**src/rtl/hrm_outbox_uart_if.sv**
```systemverilog
// Outbox write channel between the control unit (master) and the outbox/UART block (slave).
interface hrm_outbox_uart_if #(
  parameter int unsigned DEPTH_LOG2 = 4
) ();
  logic                wO;
  logic [7:0]          i_data;
  logic                outFull;
  logic                o_empty;
  logic [DEPTH_LOG2:0] o_count;
  logic                o_ovf;

  modport master (
    output wO,
    output i_data,
    input  outFull,
    input  o_empty,
    input  o_count,
    input  o_ovf
  );

  modport slave (
    input  wO,
    input  i_data,
    output outFull,
    output o_empty,
    output o_count,
    output o_ovf
  );
endinterface

```
**src/rtl/hrm_outbox_uart.sv**
```systemverilog
// CPU outbox consumer: buffers outbox writes in a circular FIFO and drains them
// over an 8N1 UART transmit line, LSB first, with back-to-back frames contiguous.
module hrm_outbox_uart #(
  parameter int unsigned DEPTH_LOG2   = 4,
  parameter int unsigned CLKS_PER_BIT = 104
) (
  input  logic                    clk,
  input  logic                    i_rst,
  hrm_outbox_uart_if.slave        outbox,
  output logic                    tx,
  output logic                    tx_busy
);

  localparam int unsigned Depth = 2 ** DEPTH_LOG2;
  localparam int unsigned BcntW = $clog2(CLKS_PER_BIT);
  localparam logic [BcntW-1:0] BcntLast = BcntW'(CLKS_PER_BIT - 1);
  localparam logic [DEPTH_LOG2:0] CntFull = (DEPTH_LOG2 + 1)'(Depth);

  typedef enum logic [1:0] {StIdle, StStart, StData, StStop} state_e;

  logic [7:0]            mem_q [Depth];
  logic [DEPTH_LOG2-1:0] wptr_q;
  logic [DEPTH_LOG2-1:0] rptr_q;
  logic [DEPTH_LOG2:0]   count_q;
  logic                  ovf_q;

  state_e                state_q;
  logic [BcntW-1:0]      bcnt_q;
  logic [2:0]            bidx_q;
  logic [7:0]            shift_q;
  logic                  tx_q;

  logic full;
  logic empty;
  logic wr_acc;
  logic bit_end;
  logic pop;

  // Full/empty come from the registered count, so a same-cycle pop never rescues a full write.
  always_comb begin
    full    = (count_q == CntFull);
    empty   = (count_q == '0);
    wr_acc  = outbox.wO && !full;
    bit_end = (bcnt_q == BcntLast);
    pop     = !empty && ((state_q == StIdle) || ((state_q == StStop) && bit_end));
  end

  // Byte storage; no reset needed since occupancy gates every read.
  always_ff @(posedge clk) begin
    if (wr_acc) begin
      mem_q[wptr_q] <= outbox.i_data;
    end
  end

  // Pointers, occupancy and the sticky overflow flag.
  always_ff @(posedge clk or posedge i_rst) begin
    if (i_rst) begin
      wptr_q  <= '0;
      rptr_q  <= '0;
      count_q <= '0;
      ovf_q   <= 1'b0;
    end else begin
      if (wr_acc) begin
        wptr_q <= wptr_q + DEPTH_LOG2'(1);
      end
      if (pop) begin
        rptr_q <= rptr_q + DEPTH_LOG2'(1);
      end
      if (wr_acc && !pop) begin
        count_q <= count_q + (DEPTH_LOG2 + 1)'(1);
      end else if (!wr_acc && pop) begin
        count_q <= count_q - (DEPTH_LOG2 + 1)'(1);
      end
      if (outbox.wO && full) begin
        ovf_q <= 1'b1;
      end
    end
  end

  // UART framing FSM; tx is registered from the state selected at the previous edge.
  always_ff @(posedge clk or posedge i_rst) begin
    if (i_rst) begin
      state_q <= StIdle;
      bcnt_q  <= '0;
      bidx_q  <= '0;
      shift_q <= '0;
      tx_q    <= 1'b1;
    end else begin
      unique case (state_q)
        StIdle: begin
          tx_q <= 1'b1;
          if (pop) begin
            shift_q <= mem_q[rptr_q];
            bcnt_q  <= '0;
            state_q <= StStart;
          end
        end
        StStart: begin
          tx_q <= 1'b0;
          if (bit_end) begin
            bcnt_q  <= '0;
            bidx_q  <= '0;
            state_q <= StData;
          end else begin
            bcnt_q <= bcnt_q + BcntW'(1);
          end
        end
        StData: begin
          tx_q <= shift_q[bidx_q];
          if (bit_end) begin
            bcnt_q <= '0;
            if (bidx_q == 3'd7) begin
              state_q <= StStop;
            end else begin
              bidx_q <= bidx_q + 3'd1;
            end
          end else begin
            bcnt_q <= bcnt_q + BcntW'(1);
          end
        end
        StStop: begin
          tx_q <= 1'b1;
          if (bit_end) begin
            bcnt_q <= '0;
            // Chain straight into the next start bit when more data is queued.
            if (pop) begin
              shift_q <= mem_q[rptr_q];
              state_q <= StStart;
            end else begin
              state_q <= StIdle;
            end
          end else begin
            bcnt_q <= bcnt_q + BcntW'(1);
          end
        end
        default: begin
          tx_q    <= 1'b1;
          state_q <= StIdle;
        end
      endcase
    end
  end

  assign outbox.outFull = full;
  assign outbox.o_empty = empty;
  assign outbox.o_count = count_q;
  assign outbox.o_ovf   = ovf_q;
  assign tx             = tx_q;
  assign tx_busy        = (state_q != StIdle);

endmodule

```
**src/flat_wrapper.sv**
```systemverilog
// flat-port wrapper written by rule: the top's interface ports become plain ports
module hrm_outbox_uart_flat 
#(
  parameter int unsigned DEPTH_LOG2   = 4,
  parameter int unsigned CLKS_PER_BIT = 104
)
  (clk, i_rst, tx, tx_busy, outbox_wO, outbox_i_data, outbox_outFull, outbox_o_empty, outbox_o_count, outbox_o_ovf);
  hrm_outbox_uart_if #(.DEPTH_LOG2(DEPTH_LOG2)) outbox_i ();
  input  logic clk;
  input  logic i_rst;
  output logic tx;
  output logic tx_busy;
  input wire logic [$bits(outbox_i.wO)-1:0] outbox_wO;
  input wire logic [$bits(outbox_i.i_data)-1:0] outbox_i_data;
  output wire logic [$bits(outbox_i.outFull)-1:0] outbox_outFull;
  output wire logic [$bits(outbox_i.o_empty)-1:0] outbox_o_empty;
  output wire logic [$bits(outbox_i.o_count)-1:0] outbox_o_count;
  output wire logic [$bits(outbox_i.o_ovf)-1:0] outbox_o_ovf;
  assign outbox_i.wO = outbox_wO;
  assign outbox_i.i_data = outbox_i_data;
  assign outbox_outFull = outbox_i.outFull;
  assign outbox_o_empty = outbox_i.o_empty;
  assign outbox_o_count = outbox_i.o_count;
  assign outbox_o_ovf = outbox_i.o_ovf;
  hrm_outbox_uart #(.DEPTH_LOG2(DEPTH_LOG2), .CLKS_PER_BIT(CLKS_PER_BIT)) u_core (.clk(clk), .i_rst(i_rst), .outbox(outbox_i), .tx(tx), .tx_busy(tx_busy));
endmodule
```
**config.mk**
```make
export PLATFORM = sky130hd
export DESIGN_NAME = hrm_outbox_uart_flat
export DESIGN_NICKNAME = d
export VERILOG_FILES = /design/src/rtl/hrm_outbox_uart_if.sv /design/src/rtl/hrm_outbox_uart.sv /design/src/flat_wrapper.sv
export SDC_FILE = /design/constraint.sdc
export NUM_CORES = 1
export LEC_CHECK = 0
export BUFFER_PORTS_ARGS = -buffer_cell sky130_fd_sc_hd__buf_2
export CAP_MARGIN = 20
export CORE_ASPECT_RATIO = 0.6
export CORE_MARGIN = 8
export CORE_UTILIZATION = 40
export CTS_BUF_LIST = sky130_fd_sc_hd__clkbuf_8 sky130_fd_sc_hd__clkbuf_16
export DETAILED_ROUTE_END_ITERATION = 10
export GPL_ROUTABILITY_DRIVEN = 1
export PLACE_DENSITY = 0.58
export SETUP_SLACK_MARGIN = 0.4
export SYNTH_ARGS = -nofsm -noshare
export SYNTH_HDL_FRONTEND = slang
export SYNTH_SLANG_ARGS = --single-unit
```
**constraint.sdc**
```tcl
create_clock -name clk -period 6.1 [get_ports clk]
set_input_delay 1.22 -clock clk [delete_from_list [all_inputs] [get_ports clk]]
set_output_delay 1.22 -clock clk [all_outputs]
set_load 0.1 [all_outputs]
```
Yosys cells after proc, flatten, opt, wreduce, memory -nomap -nowiden
Memories as Yosys holds them, arrays and structs flattened.
Cells that the tools add are included.
{ "word_totals": {"mem_bits_rw": 128, "ff_bits": 35, "out_inout_bits": 10, "input_bits": 11, "n_memories": 1} }
{ "memory_table": {"columns": ["memory", "words", "width", "read_ports", "rd_ports_with_merged_regs", "wr", "line_no", "rtl"], "rows": [
  ["u_core.mem_q", 16, 8, 1, 0, 1, "hrm_outbox_uart.sv:21", "logic [7:0] mem_q [Depth];"]
]} }
{ "op_classes": {"add_sub_neg": 6, "n_lt_le_gt_ge": 1, "n_eq_ne": 12, "reduce_logical": 22, "mux": 24} }
{ "op_table": {"columns": ["operator", "count"], "rows": [
  ["2-to-1 mux 8 bit", 2],
  ["one-hot mux 8 bit (2 select lines)", 1],
  ["2-to-1 mux 7 bit", 2],
  ["one-hot mux 7 bit (2 select lines)", 1],
  ["2-to-1 mux 2 bit", 5],
  ["2-to-1 mux 5 bit", 2],
  ["inequality test 2 x 1 -> 1 bit, second input constant", 5],
  ["2-to-1 mux 3 bit", 3],
  ["adder 4 x 1 -> 4 bit, second input constant", 2],
  ["one-hot mux 2 bit (4 select lines)", 1],
  ["nonzero test 2 bit", 4],
  ["adder 7 x 1 -> 7 bit, second input constant", 1],
  ["== test 7 bit, second input constant", 1],
  ["logical AND 1 bit", 6],
  ["one-hot mux 3 bit (2 select lines)", 1],
  ["adder 5 x 1 -> 5 bit, second input constant", 1],
  ["== test 5 bit, second input constant", 1],
  ["zero test 5 bit", 1],
  ["AND reduction 5 bit", 1],
  ["subtractor 5 x 1 -> 5 bit, second input constant", 1],
  ["== test 2 bit, second input constant", 2],
  ["zero test 1 bit", 4],
  ["less-than comparator 3 x 4 -> 1 bit, second input constant", 1],
  ["2-to-1 mux 1 bit", 4],
  ["12 further kinds", 12]
]} }

Logic depth before layout (Yosys ltp)
{ "logic_depth": {"ltp_word": 7, "depth_mapped": 13, "ltp_nobuf": 12} }

Worst setup path after synthesis
OpenSTA, ideal clock, no wires.
{ "synth_path": {"path_type": "flip-flop to flip-flop", "startpoint": "register u_core.count_q[0] (netlist: u_core.outbox.o_count[0])", "endpoint": "register u_core.count_q[4] (netlist: u_core.outbox.o_count[4])", "setup_ns": 0.168, "arrival_time_ns": 3.362, "n_path_buf": 0, "setup_slack_ns": 2.570, "required_ns": 5.932, "path_stages_with_launch": 12, "period_less_slack_ns": 3.530, "path_cell_list": "dfrtp_1 -> or4_4 -> nor2_8 -> nor2_1 -> inv_1 -> ha_1 -> inv_1 -> fa_1 -> a21o_1 -> a21oi_1 -> mux2i_1 -> xnor2_1"} }
{ "synth_between": {"elab_chain_len": 6, "elab_cells_between_ends": 15, "classes_between": "add/sub: 2; eq/ne: 1; mux: 2; reduce/logical: 10"} }
{ "synth_rtl": {"columns": ["element", "line_no", "rtl"], "rows": [
  ["start: declaration", "hrm_outbox_uart.sv:24", "logic [DEPTH_LOG2:0] count_q;"],
  ["start signal: assignment", "hrm_outbox_uart.sv:70", "count_q <= count_q + (DEPTH_LOG2 + 1)'(1);"],
  ["start signal: assignment", "hrm_outbox_uart.sv:72", "count_q <= count_q - (DEPTH_LOG2 + 1)'(1);"],
  ["zero test 5 bit *", "hrm_outbox_uart.sv:42", "empty = (count_q == '0);"],
  ["net outbox_o_empty", "flat_wrapper.sv:16", "output wire logic [$bits(outbox_i.o_empty)-1:0] outbox_o_empty;"],
  ["zero test 1 bit *", "hrm_outbox_uart.sv:45", "pop = !empty && ((state_q == StIdle) || ((state_q == StStop) && bit_end));"],
  ["logical AND 1 bit *", "hrm_outbox_uart.sv:45", null],
  ["zero test 1 bit", "hrm_outbox_uart.sv:69", "if (wr_acc && !pop) begin"],
  ["logical AND 1 bit", "hrm_outbox_uart.sv:69", null],
  ["2-to-1 mux 5 bit / nonzero test 2 bit (equally long branches)", null, null]
]} }
Mark *: on every way through the listed nets, which the timed path passes. The rest lies on a longest branch. The select of a mux whose other input is x is not followed.
A chain may end at the register's enable or synchronous reset.

Worst setup path in the final report
{ "layout_path": {"startpoint": "register u_core.count_q[0] (netlist: u_core.outbox.o_count[0])", "endpoint": "output port outbox_o_empty"} }
{ "layout_between": {"elab_chain_len": 1} }
{ "layout_rtl": {"columns": ["element", "line_no"], "rows": [
  ["zero test 5 bit", "hrm_outbox_uart.sv:42"],
  ["end: declaration", "flat_wrapper.sv:16"]
]} }
Every way passes these cells.

==> impl_metrics.csv <==
group,metric,value,unit
power,leakage,2.96,nW
drt,num_vias,3482,
global_route,grt_pass1_vias,3622,
clocking,max-clock-path-buffers,2,
drt,vias_per_cell,5.21,
setup_path,required,4.88,ns
setup_path,endpoint,"outbox_o_empty",
floorplanning,start_util,0.410,
sta,rsz0062_at_grt,"false",
setup_path,crit_cells,3,
clocking,cts_tree,"yes",
outcome,status,"complete, no violations",
setup_path,critPathCaptureType,"output pin",
placed_design,portBuffers,20,
global_route,antenna_found_initial,0,
global_route,grt_util_met2,0.181,
sta,min_period,3.33,ns
clocking,cts-buffers-inserted,17,
power,power_per_cell_area,516,nW/um^2
hold_path,whs_path_depth,1,
global_route,track_usage,0.131,
power,p_sw_frac,0.345,
placed_design,gp_congestion,0.768,
cells_and_area,syn_to_final_growth,13.8,%
setup_path,crit_type,"flip-flop to output pin",
cells_and_area,diodes,0,
sta,hold_viol_final,0,
global_route,top_usage_layer,"met1",
synthesis,ys_ff_latch,163,
floorplanning,io_pins,21,
synthesis,synth_fp_nets,420,
power,clockPowerShare,0.279,
setup_path,rr_endpoint,"u_core.outbox.o_count[4]",
synthesis,synthesis.area,7040,sq um
global_route,use_met3,0.0299,
sta,setup_viol,0,
synthesis,ys_seq_area_frac,0.670,
clocking,cts-root-buf,"clkbuf_16",
floorplanning,rows,37,
power,p_int,2.71,mW
setup_path,ff2ff_path_depth,12,
drt,drc,0,
sta,setup_tns,0,ns
setup_path,cpMaxStageDelayCell,"or4_4",
placed_design,place_ws,2.85,ns
sta,fin_skew,0.00844,ns
drt,ant_nets,0,
setup_path,worstReg2RegStart,"u_core.bcnt_q[0]",
power,p_seq_frac,0.386,
clocking,clk_pin_slew_worst_paths,0.06,ns
clocking,postCtsSetupRepairBufs,0,
drt,wirelength,13.9,mm
clocking,h-tree-depth,4,
hold_path,hp-class,"flip-flop to flip-flop",
setup_path,crit_chain,"or4_4 -> nor2_8 -> buf_2",
placed_design,hpwl,9.37,mm
floorplanning,die_h,119,um
clocking,cts.sinks,163,
global_route,grt.overflow.total,0,
synthesis,avgSynthCellArea,18.0,sq um
global_route,grt_max_degree,36,
sta,max_freq,301,MHz
synthesis,ys_warn_count,0,
power,ir_worst_vdd,271,uV
power,switching_power,1.43,mW
sta,setup_slack,2.77,ns
setup_path,crit_start,"u_core.outbox.o_count[0]",
synthesis,async_reset_ff_frac,0.215,
placed_design,place_area,7340,sq um
global_route,gr-usage-met1,0.200,
synthesis,synth_edf_count,128,
global_route,grt_pass1_wl,21.9,mm
floorplanning,fp.dieW,187,um
drt,drt_first_pass_iters,5,
sta,slew_violations,0,
clocking,ctsHoldBuffers,0,
sta,tightest_slew,1.02,ns
synthesis,syn_inst,391,
drt,drt_iter0_markers,265,
clocking,clk_latency,0.42,ns
setup_path,arrival,2.11,ns
cells_and_area,nets,450,
setup_path,worst_path_largest_cell_delay,0.63,ns
setup_path,crit_path_start_kind,"flip-flop",
sta,period_share,0.546,
cells_and_area,fin_area,8020,sq um
synthesis,synth_cell_types,49,
floorplanning,core,17200,sq um
setup_path,critPathTopFamily,"simple AND/OR/NAND/NOR gates",
drt,wire_per_inst,20.8,um
clocking,cts-resized-gates,0,
power,comb_power_share,0.335,
synthesis,ys.flop_type,"edfxtp_1",
cells_and_area,drive_gt1_frac,0.224,
sta,hold_ws,0.474,ns
floorplanning,die_area,22200,sq um
sta,maxSlewHeadroom,0.319,
job,drv_cap,0,
setup_path,r2r_slack,3.09,ns
cells_and_area,n_fill_cell,1423,
setup_path,path_max_fanout,7,
setup_path,path_buf_inv,1,
==> cell families (layout without fill, tap and decap cells) <==
| logic type | after synthesis | after routing | synth area share |
|---|---|---|---|
| AO/OA/AOI/OAI | 38 | 38 | 0.0343 |
| XOR/XNOR | 11 | 11 | 0.0137 |
| adder cells (fa/ha/maj) | 18 | 18 | 0.0330 |
| buffers and inverters | 27 | 70 | 0.0240 |
| flip-flops | 163 | 163 | 0.670 |
| multiplexers | 73 | 73 | 0.178 |
| AND/OR/NAND/NOR | 61 | 61 | 0.0471 |
==> layer usage <==
layer  vias to the layer above  share of wire
li1                       1606              -
met1                      1787           0.52
met2                        76           0.42
met4                         0         0.0085
met5                         -              0
met3                        13          0.049
==> metrics by stage <==
stage | instances | power, mW | util
floorplan | 391 | 2.70 | -
global placement | 630 | 2.96 | 0.426
detailed placement | 633 | 3.00 | 0.427
CTS | 665 | 4.15 | 0.464
global route | 668 | 4.35 | 0.467
finish | 668 | 4.14 | 0.467
==> power groups by stage <==
| stage | clock [mW] | sequential (mW) | combinational [mW] |
|---|---|---|---|
| global route | 1.22 | 1.63 | 1.51 |
| global placement | 0 | 1.68 | 1.28 |
| detailed placement | 0 | 1.68 | 1.31 |
| CTS | 1.17 | 1.66 | 1.32 |
| floorplan | 0 | 1.66 | 1.04 |
| finish | 1.15 | 1.60 | 1.39 |
==> final cells by class <==
type,instances,area [sq um],area share
clock buffers,17,425,0.0531
clock inverters,15,216,0.0270
inverters,10,37.5,0.00468
multi-input cells,201,2150,0.269
flip-flops and latches,163,4720,0.589
well taps,234,293,0.0365
repair buffers,28,170,0.0212
==> worst min-delay path by stage <==
stage | to | slack [ns] | startpoint
floorplan | u_core.shift_q[4] | 0.48 | u_core.shift_q[4]
global placement | u_core.outbox.o_ovf | 0.44 | u_core.outbox.o_ovf
detailed placement | u_core.outbox.o_ovf | 0.45 | u_core.outbox.o_ovf
CTS | u_core.outbox.o_ovf | 0.48 | u_core.outbox.o_ovf
global route | u_core.outbox.o_ovf | 0.48 | u_core.outbox.o_ovf
finish | u_core.outbox.o_ovf | 0.47 | u_core.outbox.o_ovf
==> sequential cells by signal, indices dropped and copies added (netlist names) <==
register,flops
u_core.mem_q,128
u_core.shift_q,8
u_core.outbox.o_ovf,1
u_core.bcnt_q,7
u_core.rptr_q,4
u_core.outbox.o_count,5
u_core.state_q,2
u_core.tx,1
u_core.bidx_q,3
u_core.wptr_q,4
==> cells in the final DEF (no fill, tap or decap), types with 4 or more instances in the layout <==
cell type	n
bufinv_16	5
nor3_1	6
xor2_1	5
nor2_1	18
clkbuf_16	17
nand2_1	14
o21ai_0	13
dfrtp_1	33
buf_2	23
mux2_2	4
mux2i_1	26
nand3_1	4
ha_1	17
mux2_4	8
mux4_2	21
a21o_1	5
nand2b_1	5
xnor2_1	6
clkinv_4	4
a21oi_1	7
mux4_1	13
inv_1	13
edfxtp_1	128
==> cells in the mapped netlist, drive strengths merged (2+ instances only) <==
cell type	instances	area share
dfrtp	34	0.12
xor2	5	0.0062
xnor2	6	0.0075
mux2	13	0.025
buf	13	0.017
inv	10	0.0053
clkbuf	4	0.0021
a31oi	3	0.0027
nand2	14	0.0075
or3	2	0.0018
nand3	4	0.0028
o21ai	13	0.0092
a21oi	7	0.0050
nor3	7	0.0066
nor2	19	0.012
ha	17	0.030
nor3b	2	0.0037
a21o	5	0.0053
edfxtp	128	0.55
and3	2	0.0018
a22oi	3	0.0032
mux4	34	0.12
nor4	2	0.0018
nand2b	5	0.0044
a22o	2	0.0027
mux2i	26	0.037
Note: power is estimated with default switching activity, not from simulation.
